==> src/rtl/haz_pkg.sv <==
// Shared types and helpers for the pipeline hazard scoreboard.
// Holds the per-stage slot record, the forward-select code and clog2.
package haz_pkg;

    // Slot records carry the register address zero-extended to this width,
    // so one struct serves any AW up to RD_W.
    localparam int RD_W = 16;

    // Forward select meaning "take the operand from the register file".
    localparam int FWD_RF = 0;

    typedef struct packed {
        logic            valid;
        logic [RD_W-1:0] rd;
        logic            load;
    } slot_t;

    function automatic int clog2(input int v);
        int r;
        r = 0;
        while ((1 << r) < v) r++;
        return r;
    endfunction

endpackage

==> src/rtl/haz_src_match.sv <==
// Youngest-match priority encoder for one source operand.
// Ports: slots (scoreboard), src_addr/src_used (operand) -> fwd_sel, hazard.
module haz_src_match
    import haz_pkg::*;
#(
    parameter int AW       = 5,
    parameter int DEPTH    = 3,
    parameter int LOAD_LAT = 1,
    parameter int SW       = 2
) (
    input  slot_t [DEPTH-1:0] slots,
    input  logic [AW-1:0]     src_addr,
    input  logic              src_used,
    output logic [SW-1:0]     fwd_sel,
    output logic              hazard
);

    logic hit;

    always_comb begin
        fwd_sel = SW'(FWD_RF);
        hazard  = 1'b0;
        hit     = 1'b0;
        if (src_used && src_addr != '0) begin
            // Scan from EX outward; the first hit is the youngest writer.
            for (int k = 0; k < DEPTH; k++) begin
                if (!hit && slots[k].valid &&
                    slots[k].rd == RD_W'(src_addr)) begin
                    hit = 1'b1;
                    // The WB slot writes through the register file.
                    if (k != DEPTH - 1)
                        fwd_sel = SW'(k + 1);
                    hazard = slots[k].load && (k < LOAD_LAT);
                end
            end
        end
    end

endmodule

==> src/rtl/pipe_hazard_scoreboard.sv <==
// Forwarding / load-use scoreboard beside the ID stage.
// In: clk, reset, iss_*, src_addr, src_used, freeze, flush.
// Out: stall, fwd_sel (per source), inflight.
// Optional HAZ_PERF_CNT_EN adds stall_cycles and fwd_hits counters.
module pipe_hazard_scoreboard
    import haz_pkg::*;
#(
    parameter  int NSRC     = 2,
    parameter  int AW       = 5,
    parameter  int LOAD_LAT = 1,
    localparam int DEPTH    = LOAD_LAT + 2,
    localparam int SW       = clog2(DEPTH),
    localparam int IW       = clog2(DEPTH + 1)
) (
    input  logic             clk,
    input  logic             reset,
    input  logic             iss_valid,
    input  logic             iss_we,
    input  logic [AW-1:0]    iss_rd,
    input  logic             iss_load,
    input  logic [NSRC*AW-1:0] src_addr,
    input  logic [NSRC-1:0]  src_used,
    input  logic             freeze,
    input  logic             flush,
    output logic             stall,
    output logic [NSRC*SW-1:0] fwd_sel,
    output logic [IW-1:0]    inflight
`ifdef HAZ_PERF_CNT_EN
    ,
    output logic [31:0]      stall_cycles,
    output logic [31:0]      fwd_hits
`endif
);

    slot_t [DEPTH-1:0] slots;
    slot_t             new_slot;
    logic [NSRC-1:0]   haz;
    logic              issue;

    for (genvar g = 0; g < NSRC; g++) begin : g_src
        haz_src_match #(
            .AW       (AW),
            .DEPTH    (DEPTH),
            .LOAD_LAT (LOAD_LAT),
            .SW       (SW)
        ) u_match (
            .slots    (slots),
            .src_addr (src_addr[g*AW +: AW]),
            .src_used (src_used[g]),
            .fwd_sel  (fwd_sel[g*SW +: SW]),
            .hazard   (haz[g])
        );
    end

    assign stall = iss_valid && !flush && (|haz);
    assign issue = iss_valid && !stall && !flush;

    // r0 writes are dropped here so they can never match a source.
    always_comb begin
        new_slot       = '0;
        new_slot.valid = issue && iss_we && (iss_rd != '0);
        if (new_slot.valid) begin
            new_slot.rd   = RD_W'(iss_rd);
            new_slot.load = iss_load;
        end
    end

    always_ff @(posedge clk or posedge reset) begin
        if (reset) begin
            slots <= '0;
        end else if (!freeze) begin
            slots[0] <= new_slot;
            for (int k = 1; k < DEPTH; k++)
                slots[k] <= slots[k-1];
        end
    end

    always_comb begin
        inflight = '0;
        for (int k = 0; k < DEPTH; k++)
            inflight = inflight + IW'(slots[k].valid);
    end

`ifdef HAZ_PERF_CNT_EN
    logic stall_inc;
    logic fwd_inc;

    assign stall_inc = stall && !freeze;
    assign fwd_inc   = issue && !freeze && (|fwd_sel);

    always_ff @(posedge clk or posedge reset) begin
        if (reset) begin
            stall_cycles <= '0;
            fwd_hits     <= '0;
        end else begin
            if (stall_inc && stall_cycles != '1)
                stall_cycles <= stall_cycles + 32'd1;
            if (fwd_inc && fwd_hits != '1)
                fwd_hits <= fwd_hits + 32'd1;
        end
    end
`endif

endmodule

==> config.mk <==
export PLATFORM = sky130hd
export DESIGN_NAME = pipe_hazard_scoreboard
export DESIGN_NICKNAME = d
export VERILOG_FILES = /design/src/rtl/haz_pkg.sv /design/src/rtl/haz_src_match.sv /design/src/rtl/pipe_hazard_scoreboard.sv
export SDC_FILE = /design/constraint.sdc
export NUM_CORES = 1
export LEC_CHECK = 0
export CAP_MARGIN = 10
export CORE_MARGIN = 4
export CORE_UTILIZATION = 32
export CTS_CLUSTER_DIAMETER = 100
export DETAILED_ROUTE_END_ITERATION = 16
export SYNTH_ARGS = -nofsm -noshare
export SYNTH_HDL_FRONTEND = slang
export SYNTH_SLANG_ARGS = --single-unit
==> constraint.sdc <==
create_clock -name clk -period 5.07 [get_ports clk]
set_clock_uncertainty 0.15 [all_clocks]
set_input_delay 1.014 -clock clk [delete_from_list [all_inputs] [get_ports clk]]
set_output_delay 1.014 -clock clk [all_outputs]
set_load 0.02 [all_outputs]
; ---- Yosys cells after proc, flatten, opt, wreduce, memory -nomap -nowiden
; Index checks and enable logic that the tools add are counted.
[totals]
ff_bits = 52
output_inout_bits = 7
word_cells = 66
[op_classes]
n_addsub = 2
n_eq_ne = 6
mux = 23
n_reduce_logical = 28
[ops]
columns = cell, n
row1 = 16-bit by 5-bit == test with 1-bit output, 6
row2 = 1-bit logical AND, 18
row3 = 1-bit two-way mux, 18
row4 = 5-bit nonzero test, 3
row5 = 2-bit two-way mux, 4
row6 = 1-bit zero test, 6
row7 = 6-bit two-way mux, 1
row8 = 1-bit by 1-bit adder with 2-bit output, 1
row9 = 2-bit by 1-bit adder with 2-bit output, 1
row10 = 2-bit OR reduction, 1

; ---- Logic depth before layout (Yosys ltp)
[depth]
depth_word = 22
mapped_depth = 5
ltp_nobuf = 5

; ---- Cells and area by module
; A second synthesis with hierarchy kept.
[unflattened]
cells_unflattened = 113
area_unflattened_um2 = 1292.5
[by_module_without_submodules]
columns = module, n_inst, cells_each, area_each_um2
row1 = pipe_hazard_scoreboard, 1, 55, 844.6
row2 = haz_src_match, 2, 29, 224.0

; ---- Worst setup path before layout
; Ideal clock, no wire load.
[synth_path]
kind = input to output
startpoint = input port src_addr[4]
endpoint = output port stall
t_arrival_ns = 2.326
required_time_ns = 3.906
setup_slack_ns = 1.580
stages = 4
path_buffers = 0
path_cell_list = xnor2_1 > nand2_1 > or4_4 > a2111oi_2
[synth_between]
elab_chain_cells = 16
[synth_lines]
columns = item, line
row1 = from (decl), pipe_hazard_scoreboard.sv:21  ; input logic [NSRC*AW-1:0] src_addr,
row2 = 16-bit by 5-bit == test with 1-bit output, haz_src_match.sv:28  ; slots[k].rd == RD_W'(src_addr)) begin
row3 = 1-bit logical AND, haz_src_match.sv:27  ; if (!hit && slots[k].valid &&
row4 = 1-bit two-way mux, haz_src_match.sv:27
row5 = 1-bit two-way mux, haz_src_match.sv:24  ; if (src_used && src_addr != '0) begin
row6 = 1-bit zero test, haz_src_match.sv:27
row7 = 1-bit logical AND (2 in a row), haz_src_match.sv:27
row8 = 1-bit two-way mux, haz_src_match.sv:27
row9 = 1-bit two-way mux, haz_src_match.sv:24
row10 = 1-bit zero test, haz_src_match.sv:27
row11 = 1-bit logical AND (2 in a row), haz_src_match.sv:27
row12 = 1-bit two-way mux, haz_src_match.sv:27
row13 = 1-bit two-way mux *, haz_src_match.sv:24
row14 = 2-bit OR reduction *, pipe_hazard_scoreboard.sv:55  ; assign stall = iss_valid && !flush && (|haz);
row15 = 1-bit logical AND *, pipe_hazard_scoreboard.sv:55
row16 = to (decl), pipe_hazard_scoreboard.sv:25  ; output logic stall,
; Every way passes the cells marked *; elsewhere a longest branch is shown, timed or not. The select of a mux whose other input is x is not followed.

; ---- Worst setup path in the final report
[layout_path]
startpoint = input port src_addr[1]
endpoint = output port stall
; The elaborated chain is that of the path after synthesis.

==> results.md <==
- Total Nets Final: 152
- Final Hold Fails: 0
- Arrival time worst endpoint: 3.34 ns
- Regs by FF count: slots: 14 flops
- Initial antenna violation count: 0
- Core area: 2730 µm²
- Post-CTS setup buffers: 0
- Largest register FFs: 14
- Drt drc: 0
- Overall routed net length: 2260 µm
- CP delay by family, top: buffers and inverters
- Syn Area/Cell: 9.72 µm²
- Vias in the first global route: 882
- Post_cts resized: 0
- Final Instance Area: 1280 µm²
- Clock slew at reported path FFs: 0.08 ns
- Pwr Density: 206 nW/µm²
- First-pass GRT wire length: 3860 µm
- CP Launch Point: src_addr[1]
- Kind of end point of the critical path: primary output
- Clk_lat worst skew: 0.28 ns
- Placed inst area: 1240 µm²
- Final setup fails: 0
- Initial core utilization: 33.4%
- Worst EP required: 3.91 ns
- Layout cells sized above 1: 12.7%
- Hold Buf Count CTS: 0
- Final core occ: 46.9%
- Worst hold path startpoint: slots[0]
- Gpl congestion: 0.847
- Max clock buf depth: 2
- Bufs and invs on worst path: 2
- First-pass DRT Iterations: 2
- RSZ-0062 raised after global routing: false
- CP dominant cell by count: clkdlybuf4s50_1
- Inserted Clock Buffers: 3
- MaxCap Viol Count: 0
- Wirelength per Cell: 14.4 µm
- Mapped Nets: 119
- Vias per cell: 4.99
- Peak Freq: 222 MHz
- CTS tree: yes
- Final period utilization: 88.9%
- Vias: 784
- Die W: 61.4 µm
- Area growth, synth to finish: 40.3%
- GRT overflow: 0
- CTS sink count: 14
- Crit path max fanout: 3
- Post-DP HPWL: 1800 µm
- Yosys warnings: 0
- Port bufs: 30
- Min Tclk post-route: 4.50 ns
- CP Launch Type: input pin
- Slew headroom: 31.1%
- Clk root buf: clkbuf_4
- Slowest-stage cell, CP: clkdlybuf4s50_1
- # fillers: 272
- LEAKAGE: 0.539 nW
- ANT nets after route: 0
- Yosys cell types: 26
- Initial DRC Count: 6
- Seq/Total Area, Yosys: 38.4%
- Setup TNS Final: 0 ns
- Site Rows: 19
- Top reg by flops: slots
- Htree depth: 1
- Result of the run: finished clean
- Pin slew with the least headroom to its limit: 1.02 ns
- Commonest non-fill, non-tap cell in the layout: clkdlybuf4s50_1
- Reg-to-reg setup timing slack: 3.17 ns
- Slew Limit Fails: 0
- CP Class: in -> out
- FF-to-FF Start: slots[3]
- Mapped Area: 913 µm²
- Worst path cell trace: clkdlybuf4s50_1, or4_1, o21ai_2, or4_4, a2111oi_2, clkdlybuf4s50_1
- Ant. Diodes: 0
- Top-Level Pins: 31
- Post-synthesis register bit count: 14
- Hold/Removal Path Class: reg -> reg
- Synth Instances: 94
- Peak supply drop: 0.119 mV
- Most frequent cells in the layout: clkdlybuf4s50_1 (30), nand2_1 (18), dfrtp_1 (14), xor2_1 (12), xnor2_1 (8)
- Max incr delay on CP: 0.66 ns
- Largest net degree at the start of global routing: 16
- Total GRT Usage: 14.1%
- Die H: 61.4 µm
- Die area: 3770 µm²
-- Yosys cell counts, drive strengths merged --
master,number,area [µm²]
a2111oi,1,15.0
a211oi,1,7.51
a21oi,2,21.3
and3,2,12.5
clkbuf,2,7.51
dfrtp,14,350
fa,1,20.0
inv,2,7.51
mux2,7,78.8
nand2,18,67.6
nand3,2,10.0
nand4,2,18.8
nor2,2,7.51
nor3,3,15.0
nor4,2,12.5
nor4b,1,8.76
o21a,1,7.51
o21ai,8,43.8
or4,3,26.3
xnor2,8,70.1
xor2,12,105
-- per-stage QoR --
stage	hold slack, ns	total power [W]	setup slack, ns	cells
2_1_floorplan	0.309	0.000154	1.58	94
3_3_place_gp	0.330	0.000185	0.590	153
3_5_place_dp	0.343	0.000186	0.578	153
4_1_cts	0.364	0.000266	0.558	157
5_1_grt	0.402	0.000278	0.433	157
6_report	0.357	0.000264	0.565	157
-- logic make-up after synthesis --
family | share of synthesized area, %
xor gates and xnor gates | 19.2
AOI/OAI and AO/OA | 10.4
DFF | 38.4
buffers and inverters | 1.64
muxes | 8.63
adders and majority gates | 2.19
and+or+nand+nor | 19.6
-- final cells by class --
| class | count | area, µm² | area share (%) |
|---|---|---|---|
| multi-input cells | 76 | 548 | 42.8 |
| repair buffers | 30 | 300 | 23.4 |
| inverters | 2 | 7.51 | 0.586 |
| well taps | 31 | 38.8 | 3.03 |
| flip-flops and latches | 14 | 350 | 27.3 |
| clock buffers | 4 | 36.3 | 2.83 |
-- worst min-delay path, cell delays in order (launching register included) --
cell     delay [ns]
dfrtp_1        0.35
nand2_1        0.05
o21ai_1        0.06
-- per-layer routing --
metal | vias up | part of all wire [%] | track usage (%) | wire (µm)
li1 | 391 | - | - | -
met1 | 362 | 46 | 16.6 | 1030
met2 | 26 | 45 | 24.5 | 1020
met3 | 5 | 7.7 | 4.19 | 174
met4 | 0 | 1.3 | 4.55 | 29
met5 | - | 0 | 0 | 0
-- worst paths after layout --
kind                              to  cells past startpoint
max in group asynchronous  slots[22]                      2
setup reg to reg            slots[4]                      5
min in group asynchronous   slots[5]                      2
hold / removal              slots[0]                      2
hold reg to reg             slots[0]                      2
setup / recovery               stall                      6
-- power breakdown --
part | switching [W] | total, W | internal, W
clock | 0.0000373 | 0.0000811 | 0.0000437
combinational | 0.0000255 | 0.0000591 | 0.0000336
sequential | 0.00000739 | 0.000124 | 0.000117
total | 0.0000702 | 0.000264 | 0.000194
Note: power is estimated with default switching activity, not from simulation.
